`src/rtl/playbus_pkg.sv`:
```
// ----------------------------------------------------------------------------
// playbus_pkg
// Shared types and defaults for the PlayBus transfer sequencer.
//   src_t   : bus source select (ROM, RAM, switch buffer, reserved)
//   dst_t   : bus sink select (RAM, LED latch, two reserved codes)
//   state_t : sequencer states
//   cmd_legal() : decides whether a src/dst pair may be executed
// Optional feature macro used by the sequencer: PLAYBUS_TURNAROUND_EN
// ----------------------------------------------------------------------------
package playbus_pkg;

   localparam int DEF_ADDR_W = 3;
   localparam int DEF_LEN_W  = 3;

   typedef enum logic [1:0] {
      SRC_ROM  = 2'b00,
      SRC_RAM  = 2'b01,
      SRC_SW   = 2'b10,
      SRC_RSVD = 2'b11
   } src_t;

   typedef enum logic [1:0] {
      DST_RAM   = 2'b00,
      DST_LED   = 2'b01,
      DST_RSVD2 = 2'b10,
      DST_RSVD3 = 2'b11
   } dst_t;

   typedef enum logic [2:0] {
      IDLE    = 3'd0,
      DRIVE   = 3'd1,
      STROBE  = 3'd2,
      RELEASE = 3'd3,
      REJECT  = 3'd4
   } state_t;

   // RAM->RAM is refused because the RAM cannot drive and capture the
   // same bus in one transfer.
   function automatic logic cmd_legal(input src_t src, input dst_t dst);
      logic dst_ok;
      dst_ok = (dst == DST_RAM) || (dst == DST_LED);
      return (src != SRC_RSVD) && dst_ok && !((src == SRC_RAM) && (dst == DST_RAM));
   endfunction

endpackage

```
`src/rtl/playbus_addr_ctr.sv`:
```
// ----------------------------------------------------------------------------
// playbus_addr_ctr
// Loadable wrapping bus-address counter plus a down-counting word counter.
//   clk, reset : clock and synchronous active-high reset
//   load       : capture load_addr / load_len (start of a burst)
//   step       : advance to next word (address+1 mod 2^ADDR_W, count-1)
//   load_addr  : burst start address
//   load_len   : burst word count minus one
//   address    : current bus address
//   last       : the current word is the final one of the burst
// ----------------------------------------------------------------------------
module playbus_addr_ctr
   import playbus_pkg::*;
#(
   parameter int ADDR_W = DEF_ADDR_W,
   parameter int LEN_W  = DEF_LEN_W
) (
   input  logic              clk,
   input  logic              reset,
   input  logic              load,
   input  logic              step,
   input  logic [ADDR_W-1:0] load_addr,
   input  logic [LEN_W-1:0]  load_len,
   output logic [ADDR_W-1:0] address,
   output logic              last
);

   logic [ADDR_W-1:0] addr_reg;
   logic [LEN_W-1:0]  cnt_reg;

   always_ff @(posedge clk) begin
      if (reset) begin
         addr_reg <= '0;
         cnt_reg  <= '0;
      end else if (load) begin
         addr_reg <= load_addr;
         cnt_reg  <= load_len;
      end else if (step) begin
         // natural overflow of the ADDR_W-bit register gives the wrap
         addr_reg <= addr_reg + 1'b1;
         cnt_reg  <= cnt_reg - 1'b1;
      end
   end

   assign address = addr_reg;
   assign last    = (cnt_reg == '0);

endmodule

```
`src/rtl/playbus_ctrl.sv`:
```
// ----------------------------------------------------------------------------
// playbus_ctrl
// Bus transfer sequencer for the PlayBus 4-bit shared data bus. Accepts a
// transfer command and walks DRIVE (bus settle) / STROBE (sink capture) per
// word, keeping at most one source enable active in any cycle.
//   clk, reset          : clock, synchronous active-high reset
//   cmd_valid/cmd_ready : command handshake
//   cmd_src, cmd_dst    : source / sink select (see playbus_pkg)
//   cmd_addr, cmd_len   : start address, word count minus one
//   ROMO, RAMO, SWBEN   : source output enables
//   RAMW, LEDLTCH       : sink strobes
//   address             : bus address
//   busy, done, err     : status; done and err are one-cycle pulses
// Optional feature: define PLAYBUS_TURNAROUND_EN to insert a RELEASE cycle
// (enables off, done pulsed) after each burst before returning to IDLE.
// ----------------------------------------------------------------------------
module playbus_ctrl
   import playbus_pkg::*;
#(
   parameter int ADDR_W = DEF_ADDR_W,
   parameter int LEN_W  = DEF_LEN_W
) (
   input  logic              clk,
   input  logic              reset,
   input  logic              cmd_valid,
   output logic              cmd_ready,
   input  logic [1:0]        cmd_src,
   input  logic [1:0]        cmd_dst,
   input  logic [ADDR_W-1:0] cmd_addr,
   input  logic [LEN_W-1:0]  cmd_len,
   output logic              ROMO,
   output logic              RAMO,
   output logic              SWBEN,
   output logic              RAMW,
   output logic              LEDLTCH,
   output logic [ADDR_W-1:0] address,
   output logic              busy,
   output logic              done,
   output logic              err
);

   state_t state_reg;
   dst_t   dst_reg;
   logic   romo_reg, ramo_reg, swben_reg;
   logic   ramw_reg, ledltch_reg;
   logic   busy_reg, done_reg, err_reg, cmd_ready_reg;

   logic       cmd_ok;
   logic       ctr_load, ctr_step, ctr_last;
   logic [2:0] src_sel;

   // One-hot decode of the requested source; the reserved code selects none.
   genvar gi;
   generate
      for (gi = 0; gi < 3; gi++) begin : g_src_sel
         assign src_sel[gi] = (cmd_src == 2'(gi));
      end
   endgenerate

   assign cmd_ok   = cmd_legal(src_t'(cmd_src), dst_t'(cmd_dst));
   assign ctr_load = (state_reg == IDLE) && cmd_valid && cmd_ok;
   assign ctr_step = (state_reg == STROBE) && !ctr_last;

   playbus_addr_ctr #(
      .ADDR_W (ADDR_W),
      .LEN_W  (LEN_W)
   ) u_addr_ctr (
      .clk       (clk),
      .reset     (reset),
      .load      (ctr_load),
      .step      (ctr_step),
      .load_addr (cmd_addr),
      .load_len  (cmd_len),
      .address   (address),
      .last      (ctr_last)
   );

   always_ff @(posedge clk) begin
      if (reset) begin
         state_reg     <= IDLE;
         dst_reg       <= DST_RAM;
         romo_reg      <= 1'b0;
         ramo_reg      <= 1'b0;
         swben_reg     <= 1'b0;
         ramw_reg      <= 1'b0;
         ledltch_reg   <= 1'b0;
         busy_reg      <= 1'b0;
         done_reg      <= 1'b0;
         err_reg       <= 1'b0;
         cmd_ready_reg <= 1'b1;
      end else begin
         case (state_reg)
            IDLE: begin
               done_reg <= 1'b0;
               err_reg  <= 1'b0;
               if (cmd_valid) begin
                  cmd_ready_reg <= 1'b0;
                  if (cmd_ok) begin
                     dst_reg   <= dst_t'(cmd_dst);
                     romo_reg  <= src_sel[0];
                     ramo_reg  <= src_sel[1];
                     swben_reg <= src_sel[2];
                     busy_reg  <= 1'b1;
                     state_reg <= DRIVE;
                  end else begin
                     err_reg   <= 1'b1;
                     state_reg <= REJECT;
                  end
               end
            end

            DRIVE: begin
               // Source has had a full cycle to settle; strobe the sink now.
               ramw_reg    <= (dst_reg == DST_RAM);
               ledltch_reg <= (dst_reg == DST_LED);
               state_reg   <= STROBE;
            end

            STROBE: begin
               ramw_reg    <= 1'b0;
               ledltch_reg <= 1'b0;
               if (!ctr_last) begin
                  // Source enable is left on so the bus never floats mid-burst.
                  state_reg <= DRIVE;
               end else begin
                  romo_reg  <= 1'b0;
                  ramo_reg  <= 1'b0;
                  swben_reg <= 1'b0;
                  done_reg  <= 1'b1;
`ifdef PLAYBUS_TURNAROUND_EN
                  state_reg <= RELEASE;
`else
                  busy_reg      <= 1'b0;
                  cmd_ready_reg <= 1'b1;
                  state_reg     <= IDLE;
`endif
               end
            end

            RELEASE: begin
               done_reg      <= 1'b0;
               busy_reg      <= 1'b0;
               cmd_ready_reg <= 1'b1;
               state_reg     <= IDLE;
            end

            REJECT: begin
               err_reg       <= 1'b0;
               cmd_ready_reg <= 1'b1;
               state_reg     <= IDLE;
            end

            default: begin
               state_reg <= IDLE;
            end
         endcase
      end
   end

   assign ROMO      = romo_reg;
   assign RAMO      = ramo_reg;
   assign SWBEN     = swben_reg;
   assign RAMW      = ramw_reg;
   assign LEDLTCH   = ledltch_reg;
   assign busy      = busy_reg;
   assign done      = done_reg;
   assign err       = err_reg;
   assign cmd_ready = cmd_ready_reg;

endmodule

```
`config.mk`:
```
export PLATFORM = sky130hd
export DESIGN_NAME = playbus_ctrl
export DESIGN_NICKNAME = d
export VERILOG_FILES = /design/src/rtl/playbus_pkg.sv /design/src/rtl/playbus_addr_ctr.sv /design/src/rtl/playbus_ctrl.sv
export SDC_FILE = /design/constraint.sdc
export NUM_CORES = 1
export LEC_CHECK = 0
export ABC_AREA = 1
export CAP_MARGIN = 40
export CORE_ASPECT_RATIO = 1.75
export CORE_UTILIZATION = 30
export CTS_CLUSTER_SIZE = 8
export DETAILED_ROUTE_END_ITERATION = 7
export GPL_ROUTABILITY_DRIVEN = 0
export PLACE_DENSITY_LB_ADDON = 0.05
export SETUP_SLACK_MARGIN = 0.1
export SYNTH_ARGS = -nofsm -noshare
export SYNTH_HDL_FRONTEND = slang
export SYNTH_SLANG_ARGS = --single-unit
```
`constraint.sdc`:
```
create_clock -name clk -period 1.69 [get_ports clk]
set_input_delay 0.2535 -clock clk [delete_from_list [all_inputs] [get_ports clk]]
set_output_delay 0.2535 -clock clk [all_outputs]
set_load 0.02 [all_outputs]
```
Word level (Yosys, flattened, before mapping) --
Cells that the tools add are included. Widths: inputs -> output; s select.
Operators by class: eq/ne operators 12, add/subtract/negate cells 2, reduce and logical (&&, ||, !) cells 28, mux-type cells 30
Operator list (count):
- $mux 3 | 6
- $mux 1 | 14
- $pmux 1 s2 | 7
- $reduce_bool 2->1 | 5
- $pmux 3 s3 | 1
- $ne 2x2->1 const B | 4
- $reduce_and 4->1 | 2
- $eq 2x1->1 const B | 3
- $eq 3x2->1 const B | 2
- $logic_and 1x1->1 | 6
- $logic_not 2->1 | 3
- $logic_not 3->1 | 2
- $pmux 1 s3 | 2
- $reduce_and 3->1 | 2
- $reduce_bool 3->1 | 2
- $reduce_or 2->1 | 2
- $add 3x1->3 const B | 1
- $eq 3x1->1 const B | 1
- $eq 3x3->1 const B | 1
- $sub 3x1->3 const B | 1
- $eq 2x2->1 const B | 1
- $logic_not 1->1 | 2
- $reduce_and 2->1 | 1
- $logic_or 1x1->1 | 1
Word-level totals: output and inout port bits 12, input port bits 13, flip-flop bits (word level) 20, logic and storage cells 85

Depth between registers and ports, before layout --
word-level depth 7, gate-level depth with buffers 9, mapped depth without buffers 8

By module --
A second synthesis with hierarchy kept.
Second synthesis, totals: cells, all modules 154, area total of the unflattened synthesis 1031.0 µm²
Modules (own cells, without submodules):
- playbus_ctrl | cells each 101, times used 1, area an instance 673.1 µm², sequential area each 280.3 µm²
- playbus_addr_ctr | cells each 53, times used 1, area an instance 357.8 µm², sequential area each 120.1 µm²

Least setup slack after synthesis --
OpenSTA, ideal clock, no wires.
kind register -> register, start register u_addr_ctr.cnt_reg[0], end register u_addr_ctr.addr_reg[2], in the netlist u_addr_ctr.address[2], required time 1619 ps, slack 267 ps, stages on the path, launching flop included 10, library setup time 71 ps, arrival 1352 ps, clock period less this slack 1423 ps, path buffers 1, cells stage by stage dfxtp_1 inv_1 ha_1 ha_1 inv_1 nand4_4 buf_6 nor2_1 a21oi_1 a21oi_1
On the way: longest elaborated chain between the ends 4
Ends and longest elaborated chain:
- start, declared | RTL line playbus_addr_ctr.sv:29 | logic [LEN_W-1:0] cnt_reg;
- start signal, assigned | RTL line playbus_addr_ctr.sv:37 | cnt_reg <= load_len;
- start signal, assigned | RTL line playbus_addr_ctr.sv:41 | cnt_reg <= cnt_reg - 1'b1;
- $logic_not 3->1 | RTL line playbus_addr_ctr.sv:46 | assign last = (cnt_reg == '0);
- $logic_not 1->1
- $logic_and 1x1->1 | RTL line playbus_ctrl.sv:62 | assign ctr_step = (state_reg == STROBE) && !ctr_last;
- $reduce_bool 2->1 (no source line)
- end signal, assigned | RTL line playbus_addr_ctr.sv:36 | addr_reg <= load_addr;
- end signal, assigned | RTL line playbus_addr_ctr.sv:40 | addr_reg <= addr_reg + 1'b1;
- end, declared | RTL line playbus_addr_ctr.sv:28 | logic [ADDR_W-1:0] addr_reg;
Every way passes these cells. A chain may end at the register's enable or synchronous reset.

Final worst setup path --
start register u_addr_ctr.addr_reg[0], in the netlist u_addr_ctr.address[0], end output port address[0]
RTL lines:
- end, declared | RTL line playbus_ctrl.sv:36 | output logic [ADDR_W-1:0] address,
No word-level cell between the ends.

==> flow_summary.toml <==
[status]
status = "finished clean"

[sta]
fin_crit_ns = 1.521
slew_headroom_pct = 59.95
setup_tns_ns = 0
finalHoldViolCount = 0
clock.fmax_mhz = 657.3
rsz0062_at_grt = "yes"
worstMarginPinSlew_ns = 0.6000
finalMaxSlewViolations = 0
skew_ns = 0.001763
post-route-period-util_pct = 90.02
setup_viol = 0

[pwr]
share_comb_of_total_power_pct = 20.3
power_leakage_uw = 0.0005722
seq_power_share_pct = 46.1
power_switching_uw = 313.6
p_int_uw = 810.5
p_total_uw = 1124
power.density_mw_per_mm2 = 813.8
swShare_pct = 27.90
irDropWorstVdd_uv = 541.9
p_clk_share_pct = 33.5

[yosys]
ys_seq_area_share_pct = 39.26
synth_cell_type_count = 25
ys.warnings.count = 0
synth.cell_area_mm2 = 0.001020
syn_nets = 150
synth_area_per_cell_um2 = 7.610
synthCells = 134
ys_seq_elements = 20

[critical_path]
crit_path_top_delay_cell = "clkdlybuf4s50_1"
max_stage_delay_ns = 0.62
crit_path_end_kind = "output pin"
path_cells = "clkdlybuf4s50_1"
critPathMaxFanout = 4
r2r_end = "cmd_ready$_SDFFE_PP1P_"
startpoint_type = "flip-flop"
arrival_ns = 1.27
reg2reg_slack_ns = 0.19
critPathBufInv = 1
r2r-start = "u_addr_ctr.cnt_reg[0]$_SDFFE_PP0P_"
ff2ff_path_depth = 7
criticalPathCategory = "flip-flop to output pin"
path_delay_family = "buffers and inverters"
cp.required_ns = 1.44

[placement]
dp_hpwl_um = 1794
io_buffers = 24

[routing]
wl_per_cell_um = 11.53
drt_wl_total_um = 2363
ant_nets = 0
drtIter0Drc = 25
dr.pass1.iters = 2
vias = 956
viasPerCell = 4.663
post-route-drc-count = 0

[global_routing]
grt_max_degree = 15
antenna_found_initial = 0
grt_busiest_layer = "met2"
grtUsageMet2_pct = 27.18
use_met1_pct = 14.03
first_global_vias = 897
grt_pass1_wl_um = 3850
grt_overflow_total = 0
grt_util_all_layers_pct = 14.30
use_met3_pct = 2.045

[floorplan]
chipWidth_um = 46.07
rows = 27
io_pins = 25
die_h_um = 79.13
initial_core_util_pct = 32.11
die_area_mm2 = 0.003645
core_region_area_mm2 = 0.003176

[cells_and_area]
area_delta_synth_final_pct = 35.46
post-route-util_pct = 43.50
drive_gt1_share_pct = 14.81
fillers = 363
design.final.nets = 179
layout_commonest_cell = "clkdlybuf4s50_1"
final_cell_mix = "24 x clkdlybuf4s50_1, 21 x a21oi_1, 20 x dfxtp_1"
diodes = 0

[cts]
path_clk_slew_ns = 0.08
cts_root_buf = "clkbuf_8"
cts_buffers = 3
cts_tree = "yes"
clock_latency_ns = 0.26
cts.path.max_buffers = 2
clock_sinks = 20
htreeDepth = 1

[hold_path]
min_from = "busy$_SDFFE_PP0P_"
hold_depth = 2
hold_path.class = "flip-flop to flip-flop"
hold_end = "busy$_SDFFE_PP0P_"

[flow_run]
maxCapViolCount = 0
kinds of logic after synthesis:
group | Yosys count | synth area share (%)
AO/OA/AOI/OAI | 28 | 15.83
XOR/XNOR | 1 | 0.8591
adder cells (fa/ha/maj) | 3 | 3.681
buffers and inverters | 25 | 10.31
flip-flops | 20 | 39.26
AND/OR/NAND/NOR | 57 | 30.06
layout make-up:
type	instances	area (µm²)	area share, %
clock buffers	4	55.05	3.986
inverters	22	82.58	5.978
multi-input cells	90	534.3	38.68
flip-flops and latches	20	400.4	28.99
well taps	43	53.80	3.895
repair buffers	26	255.2	18.48
stage by stage:
step / hold WS [ns] / instance area, µm² / std cells / setup WS [ns]
2_1_floorplan: 0.3226 / 1020 / 134 / 0.2674
3_3_place_gp: 0.4335 / 1299 / 199 / 0.1313
3_5_place_dp: 0.4384 / 1299 / 199 / 0.1276
4_1_cts: 0.4510 / 1354 / 203 / 0.1040
5_1_grt: 0.4735 / 1381 / 205 / 0.08657
6_report: 0.4461 / 1381 / 205 / 0.1686
routing by layer:
layer / vias up / part of all wire (%)
met5: - / 0
met4: 0 / 1.7
met3: 4 / 2.5
met2: 17 / 56
met1: 435 / 40
li1: 500 / -
worst max-delay path by stage:
stage                                  startpoint                                 end  slack, ns  cells past startpoint
2_1_floorplan  u_addr_ctr.cnt_reg[0]$_SDFFE_PP0P_  u_addr_ctr.address[2]$_SDFFE_PP0P_       0.27                      9
3_3_place_gp   u_addr_ctr.cnt_reg[0]$_SDFFE_PP0P_  u_addr_ctr.address[2]$_SDFFE_PP0P_       0.13                      8
3_5_place_dp   u_addr_ctr.cnt_reg[0]$_SDFFE_PP0P_  u_addr_ctr.address[1]$_SDFFE_PP0P_       0.13                      8
4_1_cts        u_addr_ctr.cnt_reg[0]$_SDFFE_PP0P_  u_addr_ctr.address[1]$_SDFFE_PP0P_       0.10                      8
5_1_grt        u_addr_ctr.cnt_reg[0]$_SDFFE_PP0P_  u_addr_ctr.cnt_reg[2]$_SDFFE_PP0P_       0.09                      8
6_report       u_addr_ctr.address[0]$_SDFFE_PP0P_                          address[0]       0.17                      1
Yosys cell counts:
library cell  instances  area (µm²)
a21oi_1              21       105.1
dfxtp_1              20       400.4
inv_1                19       71.32
nand3_1              17       85.08
nand2_1              16       60.06
nor2_1               13       48.80
ha_1                  3       37.54
inv_2                 3       11.26
nand3_2               3       30.03
nand2_2               2       12.51
nor2_4                2       22.52
o21ai_1               2       10.01
a211oi_2              1       12.51
a31o_2                1       8.760
buf_4                 1       7.510
buf_6                 1       11.26
clkbuf_1              1       3.750
nand2_4               1       11.26
nand4_4               1       21.27
nor3_1                1       5.000
nor3_2                1       10.01
o211ai_1              1       7.510
o211ai_2              1       12.51
o21ai_0               1       5.000
xnor2_1               1       8.760
timing repair:
item                       CTS  global route
resized for setup            0             2
setup endpoints to repair    0            10
hold buffers                 0             0
buffers inserted             0             1
hold endpoints to repair     0             0
power groups by stage:
stage               registers [µW]  clock network (µW)  logic [µW]
global route                   522                 408         253
CTS                            518                 389         227
global placement               528                   0         225
floorplan                      549                   0         110
finish                         519                 377         228
detailed placement             529                   0         226
No activity file was read; power rests on OpenSTA's default activity.
